## config.mk

```make
export PLATFORM = sky130hd
export DESIGN_NAME = scroll_background_controller
export DESIGN_NICKNAME = d
export VERILOG_FILES = /design/src/rtl/bg_pkg.sv /design/src/rtl/bg_delay_line.sv /design/src/rtl/scroll_background_controller.sv
export SDC_FILE = /design/constraint.sdc
export NUM_CORES = 1
export LEC_CHECK = 0
export BUFFER_PORTS_ARGS = -buffer_cell sky130_fd_sc_hd__buf_2
export CORE_UTILIZATION = 51
export CTS_CLUSTER_DIAMETER = 40
export DETAILED_ROUTE_END_ITERATION = 6
export PLACE_DENSITY = 0.77
export SLEW_MARGIN = 10
export SYNTH_ARGS = -nofsm -noshare
export SYNTH_HDL_FRONTEND = slang
export SYNTH_SLANG_ARGS = --single-unit
```

## constraint.sdc

```tcl
create_clock -name clk -period 4.7 [get_ports clk]
set_input_delay 0.47 -clock clk [delete_from_list [all_inputs] [get_ports clk]]
set_output_delay 0.47 -clock clk [all_outputs]
set_load 0.005 [all_outputs]
```

## src/rtl/bg_pkg.sv

```systemverilog
`default_nettype none
// ============================================================================
//  Module      : bg_pkg
//  Description : Shared constants, types and helpers for the scrolling
//                background fetch stage.
//  Revision    : 1.0 - initial release
// ============================================================================
package bg_pkg;

    // Palette index used for blanking and for clamped out-of-range pixels.
    localparam int BG_BORDER_DEFAULT   = 0;

    // Default raster geometry and the source image size derived from it.
    localparam int BG_SCREEN_W_DEFAULT = 640;
    localparam int BG_SCREEN_H_DEFAULT = 480;
    localparam int BG_SCALE_DEFAULT    = 1;
    localparam int BG_SRC_W_DEFAULT    = BG_SCREEN_W_DEFAULT >> BG_SCALE_DEFAULT;
    localparam int BG_SRC_H_DEFAULT    = BG_SCREEN_H_DEFAULT >> BG_SCALE_DEFAULT;
    localparam int BG_ADDR_W_DEFAULT   = $clog2(BG_SRC_W_DEFAULT * BG_SRC_H_DEFAULT);

    // Flags that travel alongside the ROM address until the ROM data returns.
    typedef struct packed {
        logic active;
        logic oob;
    } bg_flags_t;

    // Input-to-output latency: address register, ROM read, output register.
    function automatic int bg_latency(input int rom_latency);
        return rom_latency + 2;
    endfunction

    // Source image dimension for a given screen dimension and scale shift.
    function automatic int bg_src_dim(input int screen_dim, input int scale_shift);
        return screen_dim >> scale_shift;
    endfunction

endpackage : bg_pkg
`default_nettype wire

```

## src/rtl/bg_delay_line.sv

```systemverilog
`default_nettype none
// ============================================================================
//  Module      : bg_delay_line
//  Description : Parametrised shift register with asynchronous reset. Carries
//                per-pixel flags in step with the external ROM read.
//  Revision    : 1.0 - initial release
// ============================================================================
module bg_delay_line #(
    parameter int WIDTH = 2,
    parameter int DEPTH = 2
) (
    input  logic             clk,
    input  logic             reset,
    input  logic [WIDTH-1:0] din,
    output logic [WIDTH-1:0] dout
);

    logic [WIDTH-1:0] stage_q [DEPTH];
    logic [WIDTH-1:0] stage_d [DEPTH];

    // Next state: each stage takes the value of the stage before it.
    always_comb begin
        stage_d[0] = din;
        for (int i = 1; i < DEPTH; i++) begin
            stage_d[i] = stage_q[i-1];
        end
    end

    // Shift on every clock; reset clears every stage at once.
    always_ff @(posedge clk or posedge reset) begin
        if (reset) begin
            for (int i = 0; i < DEPTH; i++) begin
                stage_q[i] <= '0;
            end
        end else begin
            for (int i = 0; i < DEPTH; i++) begin
                stage_q[i] <= stage_d[i];
            end
        end
    end

    assign dout = stage_q[DEPTH-1];

endmodule : bg_delay_line
`default_nettype wire

```

## src/rtl/scroll_background_controller.sv

```systemverilog
`default_nettype none
// ============================================================================
//  Module      : scroll_background_controller
//  Description : Maps the raster position to a background ROM address with
//                integer down-scaling, double-buffered X/Y scroll and wrap or
//                clamp edge handling. Output is registered with a valid flag
//                at a fixed latency of ROM_LATENCY+2 cycles.
//  Revision    : 1.0 - initial release
// ============================================================================
module scroll_background_controller
    import bg_pkg::*;
#(
    parameter int SCREEN_W    = BG_SCREEN_W_DEFAULT,
    parameter int SCREEN_H    = BG_SCREEN_H_DEFAULT,
    parameter int SCALE_SHIFT = BG_SCALE_DEFAULT,
    parameter int PIXEL_BITS  = 4,
    parameter int ROM_LATENCY = 1,
    parameter int WRAP_MODE   = 1,
    parameter int BORDER      = BG_BORDER_DEFAULT
) (
    input  logic                                   clk,
    input  logic                                   reset,
    input  logic [$clog2(SCREEN_W)-1:0]            hcount,
    input  logic [$clog2(SCREEN_H)-1:0]            vcount,
    input  logic                                   active,
    input  logic                                   frame_start,
    input  logic                                   scroll_we,
    input  logic [$clog2(SCREEN_W>>SCALE_SHIFT)-1:0] scroll_x_in,
    input  logic [$clog2(SCREEN_H>>SCALE_SHIFT)-1:0] scroll_y_in,
    output logic [$clog2((SCREEN_W>>SCALE_SHIFT)*(SCREEN_H>>SCALE_SHIFT))-1:0] rom_addr,
    input  logic [PIXEL_BITS-1:0]                  rom_data,
    output logic [PIXEL_BITS-1:0]                  background_pixel,
    output logic                                   pixel_valid,
    output logic                                   scroll_err
);

    localparam int SRC_W     = bg_src_dim(SCREEN_W, SCALE_SHIFT);
    localparam int SRC_H     = bg_src_dim(SCREEN_H, SCALE_SHIFT);
    localparam int XW        = $clog2(SRC_W);
    localparam int YW        = $clog2(SRC_H);
    localparam int AW        = $clog2(SRC_W * SRC_H);
    localparam int LAT       = bg_latency(ROM_LATENCY);
    // The flag path is one stage shorter than LAT: the output register is
    // shared with the pixel data.
    localparam int DLY_DEPTH = LAT - 1;

    localparam logic [XW:0]           C_SRC_W  = (XW+1)'(SRC_W);
    localparam logic [YW:0]           C_SRC_H  = (YW+1)'(SRC_H);
    localparam logic [PIXEL_BITS-1:0] C_BORDER = PIXEL_BITS'(BORDER);

    // Scroll registers: pending pair written by the CPU, live pair used by the raster.
    logic [XW-1:0] pending_x_q, pending_x_d;
    logic [YW-1:0] pending_y_q, pending_y_d;
    logic [XW-1:0] live_x_q,    live_x_d;
    logic [YW-1:0] live_y_q,    live_y_d;
    logic          scroll_err_q, scroll_err_d;

    // Pipeline registers.
    logic [AW-1:0]         rom_addr_q,         rom_addr_d;
    logic [PIXEL_BITS-1:0] background_pixel_q, background_pixel_d;
    logic                  pixel_valid_q,      pixel_valid_d;

    // Combinational datapath.
    logic          w_legal;
    logic [XW-1:0] w_eff_x;
    logic [YW-1:0] w_eff_y;
    logic [XW-1:0] w_hsrc;
    logic [YW-1:0] w_vsrc;
    logic [XW:0]   w_sx_raw, w_sx_wrap;
    logic [YW:0]   w_sy_raw, w_sy_wrap;
    logic [XW-1:0] w_sx;
    logic [YW-1:0] w_sy;
    logic          w_oob;
    bg_flags_t     w_flags_in, w_flags_out;

    // Write legality, and the scroll pair seen by a pixel sampled this cycle
    // (a frame_start cycle already sees the values it is about to latch).
    always_comb begin
        w_legal = ({1'b0, scroll_x_in} < C_SRC_W) && ({1'b0, scroll_y_in} < C_SRC_H);
        w_eff_x = live_x_q;
        w_eff_y = live_y_q;
        if (frame_start) begin
            if (scroll_we && w_legal) begin
                w_eff_x = scroll_x_in;
                w_eff_y = scroll_y_in;
            end else begin
                w_eff_x = pending_x_q;
                w_eff_y = pending_y_q;
            end
        end
    end

    // Scale, scroll and fold the raster position into the source image.
    // Both addends are below the source dimension, so one subtract suffices.
    always_comb begin
        w_hsrc    = XW'(hcount >> SCALE_SHIFT);
        w_vsrc    = YW'(vcount >> SCALE_SHIFT);
        w_sx_raw  = {1'b0, w_hsrc} + {1'b0, w_eff_x};
        w_sy_raw  = {1'b0, w_vsrc} + {1'b0, w_eff_y};
        w_sx_wrap = (w_sx_raw >= C_SRC_W) ? (w_sx_raw - C_SRC_W) : w_sx_raw;
        w_sy_wrap = (w_sy_raw >= C_SRC_H) ? (w_sy_raw - C_SRC_H) : w_sy_raw;
        w_sx      = w_sx_wrap[XW-1:0];
        w_sy      = w_sy_wrap[YW-1:0];
        // Clamp mode still wraps the address so the ROM is never read out of range.
        w_oob     = (WRAP_MODE == 0) && ((w_sx_raw >= C_SRC_W) || (w_sy_raw >= C_SRC_H));
        w_flags_in.active = active;
        w_flags_in.oob    = w_oob;
    end

    // Next-state logic for scroll registers and the pipeline.
    always_comb begin
        pending_x_d  = pending_x_q;
        pending_y_d  = pending_y_q;
        live_x_d     = live_x_q;
        live_y_d     = live_y_q;
        scroll_err_d = scroll_we && !w_legal;
        if (scroll_we && w_legal) begin
            pending_x_d = scroll_x_in;
            pending_y_d = scroll_y_in;
        end
        if (frame_start) begin
            live_x_d = w_eff_x;
            live_y_d = w_eff_y;
        end
        rom_addr_d         = AW'(w_sy) * AW'(SRC_W) + AW'(w_sx);
        background_pixel_d = (w_flags_out.active && !w_flags_out.oob) ? rom_data : C_BORDER;
        pixel_valid_d      = w_flags_out.active;
    end

    // State registers with asynchronous reset.
    always_ff @(posedge clk or posedge reset) begin
        if (reset) begin
            pending_x_q        <= '0;
            pending_y_q        <= '0;
            live_x_q           <= '0;
            live_y_q           <= '0;
            scroll_err_q       <= 1'b0;
            rom_addr_q         <= '0;
            background_pixel_q <= C_BORDER;
            pixel_valid_q      <= 1'b0;
        end else begin
            pending_x_q        <= pending_x_d;
            pending_y_q        <= pending_y_d;
            live_x_q           <= live_x_d;
            live_y_q           <= live_y_d;
            scroll_err_q       <= scroll_err_d;
            rom_addr_q         <= rom_addr_d;
            background_pixel_q <= background_pixel_d;
            pixel_valid_q      <= pixel_valid_d;
        end
    end

    bg_delay_line #(
        .WIDTH ($bits(bg_flags_t)),
        .DEPTH (DLY_DEPTH)
    ) u_flag_delay (
        .clk   (clk),
        .reset (reset),
        .din   (w_flags_in),
        .dout  (w_flags_out)
    );

    assign rom_addr         = rom_addr_q;
    assign background_pixel = background_pixel_q;
    assign pixel_valid      = pixel_valid_q;
    assign scroll_err       = scroll_err_q;

endmodule : scroll_background_controller
`default_nettype wire
```

==> impl_metrics.toml <==
[floorplanning]
top_level_ports = 68
core_um2 = 7210
start_util_pct = 52.7
dieArea_um2 = 7810
rows = 31
die_w_um = 88.4
fp.dieH_um = 88.4

[critical_path]
r2r-start = "pending_y_q[2]"
required_ps = 4930
cp_slowest_cell = "mux2_4"
critPathKind = "in -> reg"
cp-startpoint = "scroll_x_in[7]"
critPathTopFamily = "compound AO/OA/AOI/OAI gates"
critical_path.max_stage_delay_ps = 310
rr_worst_depth = 23
cp-start-kind = "input pin"
cp_common_cell = "xor2_2"
worst_setup_path_end_kind = "flop"
path_buf_inv = 3
worstReg2RegEnd = "rom_addr[16]"
path_max_fanout = 6
ff2ff_setup_slack_ps = -550
crit_arrival_ps = 5830

[finish]
antennaDiodeCount = 0
nets = 621
fin_cells = 641
area_delta_synth_final_pct = 58.3
drive_above_1_share_pct = 63.5

[global_routing]
grt_max_degree = 60
grt_pass1_vias = 3431
grt_overflow_total = 0
grt_usage_pct = 26.9
antenna_found_initial = 0
grt_pass1_wl_um = 15800

[status]
status = "finished with violations"
violations = "negative setup slack"

[timing]
rsz0062_at_grt = "true"
fin_worst_skew_ps = 10.0
min_period_over_period_pct = 119
worst_slew_pin_slew_ps = 734
drv_slew = 0
fmax_mhz = 179
setup_slack_ps = -897
finalCriticalPeriod_ps = 5600
slew-limit-headroom_pct = 51.1
setup_viol = 9
final_hold_viol_count = 0

[logic_synthesis]
syn-cell-area_um2 = 3800
synth_top_area_share_pct = 38.8
synth_edf_count = 0
ys_types = 58
synthArstFlopShare_pct = 100
avgSynthCellArea_um2 = 11.3
syn_inst = 337
seq_area_frac_synth_pct = 38.8
synthFlopType = "dfrtp_1"
synth_top_area_cell = "dfrtp_1"
ys.warnings.count = 0
ys_seq_elements = 59
synth_nets = 421
synth_area_leaders = "dfrtp_1, mux2_2, ha_1, xnor2_1, a21oi_1"

[cts]
numCtsBuffers = 9
clk_latency_ps = 350
clockBufferDepth = 2
cts_sinks = 59
cts_htree_levels = 3
cts-root-buf = "clkbuf_8"
cts_tree = "done"
clk_pin_slew_ps = 80

[worst_hold_path]
hp-start = "active"
hold_depth = 1
hp-class = "in -> reg"
min_to = "u_flag_delay.stage_d[1]"

[detailed_routing]
drtAntennaViolNets = 0
via_count = 3556
drt_iter0_markers = 191
dr.pass1.iters = 5
via_per_inst = 5.55
routedWlPerCell_um = 18.5
wl_um = 11900
drc_errors = 0

[run]
maxCapViolCount = 0

[power]
fin_total_pwr_mw = 5.35
power_density_nw_per_um2 = 889
max-vdd-ir-drop_v = 0.00115
leakage_nw = 2.85

[place]
gp_congestion = 0.818
dpl.hpwl_um = 6540
dp_cells = 591
port_buffers = 65
pre_cts_ws_ps = -1250
registers in the layout (all words and copies together), names as in the netlist:
name and flops:
rom_addr 17, live_x_q 9, pending_x_q 9, live_y_q 8
pending_y_q 8, background_pixel 4, pixel_valid 1, scroll_err 1
u_flag_delay.dout 1, u_flag_delay.stage_d 1
report_power, final:
part	internal, mW	switching (mW)
sequential	0.660	0.0425
clock	0.253	0.235
combinational	2.26	1.91
total	3.17	2.19
worst max path at each step:
stage / to / slack [ps] / cells past startpoint
detailed placement: rom_addr[16] / -1250 / 29
CTS: rom_addr[16] / -630 / 29
floorplan: rom_addr[16] / -840 / 26
global route: rom_addr[16] / -1150 / 27
global placement: rom_addr[16] / -1090 / 29
finish: rom_addr[16] / -900 / 27
cell type report:
| type | instances | area, um^2 |
|---|---|---|
| Multi-Input combinational cell | 255 | 2780 |
| Sequential cell | 59 | 1480 |
| Timing Repair Buffer | 194 | 1370 |
| Fill cell | 355 | 1190 |
| Clock buffer | 9 | 124 |
| Tap cell | 99 | 124 |
| Clock inverter | 7 | 81.3 |
| Inverter | 18 | 67.6 |
synthesized netlist by cell type (5+ instances only):
master and n:
a21oi_1 17, nand3_1 5, nor3_1 7, dfrtp_1 59
o21ai_0 12, nor2_1 15, a21o_1 8, xnor2_1 17
mux2_2 45, nand2_1 11, mux2i_1 5, o21a_1 5
ha_1 35, inv_1 18, xor2_1 7
what timing repair did:
action / 4_1_cts / 5_1_grt
resized for setup: 43 / 36
pin swaps: 46 / 35
gates cloned: 0 / 0
setup buffers: 19 / 23
setup endpoints to repair: 10 / 10
hold buffers: 0 / 0
metrics by stage:
step / utilization [%] / TNS [ps] / hold slack (ps) / cell area [um^2]
global placement: 71.3 / -7080 / 335 / 5150
detailed placement: 71.3 / -8300 / 356 / 5150
CTS: 78.5 / -3020 / 216 / 5670
global route: 83.5 / -6820 / 216 / 6020
floorplan: - / -3440 / 331 / 4000
finish: 83.5 / -4870 / 219 / 6020
worst register-to-register path: stages (launching register included):
cell and delay [ps]:
dfrtp_1 370, mux2_4 280, mux2_4 290, ha_4 260, o211ai_1 250, o21ai_2 120, xor2_2 210, ha_2 220
nand2_2 70, nor4b_2 270, mux2i_1 160, nor3_2 310, a21oi_2 90, o21ai_2 200, xor2_2 190, ha_1 300
buf_6 140, ha_4 210, a211oi_2 200, o21bai_1 140, a21oi_2 270, xor2_2 210, nor3_1 80, mux2_1 300
cell families after synthesis:
logic type | count (synthesis) | share of synthesized area [%]
AO/OA/AOI/OAI | 69 | 13.0
AND/OR/NAND/NOR | 68 | 10.2
flip-flops | 59 | 38.8
multiplexers | 52 | 15.3
adder cells (fa/ha/maj) | 39 | 13.6
XOR/XNOR | 27 | 6.81
buffers and inverters | 23 | 2.30
cell usage in the layout (no fill, tap or decap), types with 6 or more instances in the layout:
| cell | netlist | final |
|---|---|---|
| a21o_1 | 8 | 8 |
| a21oi_1 | 17 | 6 |
| a21oi_2 | 2 | 9 |
| buf_2 | 1 | 59 |
| buf_4 | 0 | 121 |
| buf_6 | 0 | 13 |
| clkbuf_8 | 0 | 9 |
| dfrtp_1 | 59 | 59 |
| ha_1 | 35 | 17 |
| ha_4 | 0 | 14 |
| inv_1 | 18 | 14 |
| mux2_2 | 45 | 34 |
| mux2_4 | 1 | 12 |
| nand2_1 | 11 | 9 |
| nor2_1 | 15 | 14 |
| nor3_1 | 7 | 6 |
| o21ai_0 | 12 | 7 |
| xnor2_1 | 17 | 8 |
| xnor2_2 | 1 | 9 |
layer usage:
| layer | part of all wire (%) | track usage, % | wire length [um] |
|---|---|---|---|
| met5 | 0 | 0 | 0 |
| met4 | 3.8 | 11.4 | 447 |
| met3 | 4.6 | 4.48 | 552 |
| met2 | 53 | 49.1 | 6270 |
| met1 | 39 | 31.0 | 4620 |
(Power assumes the default switching activity.)
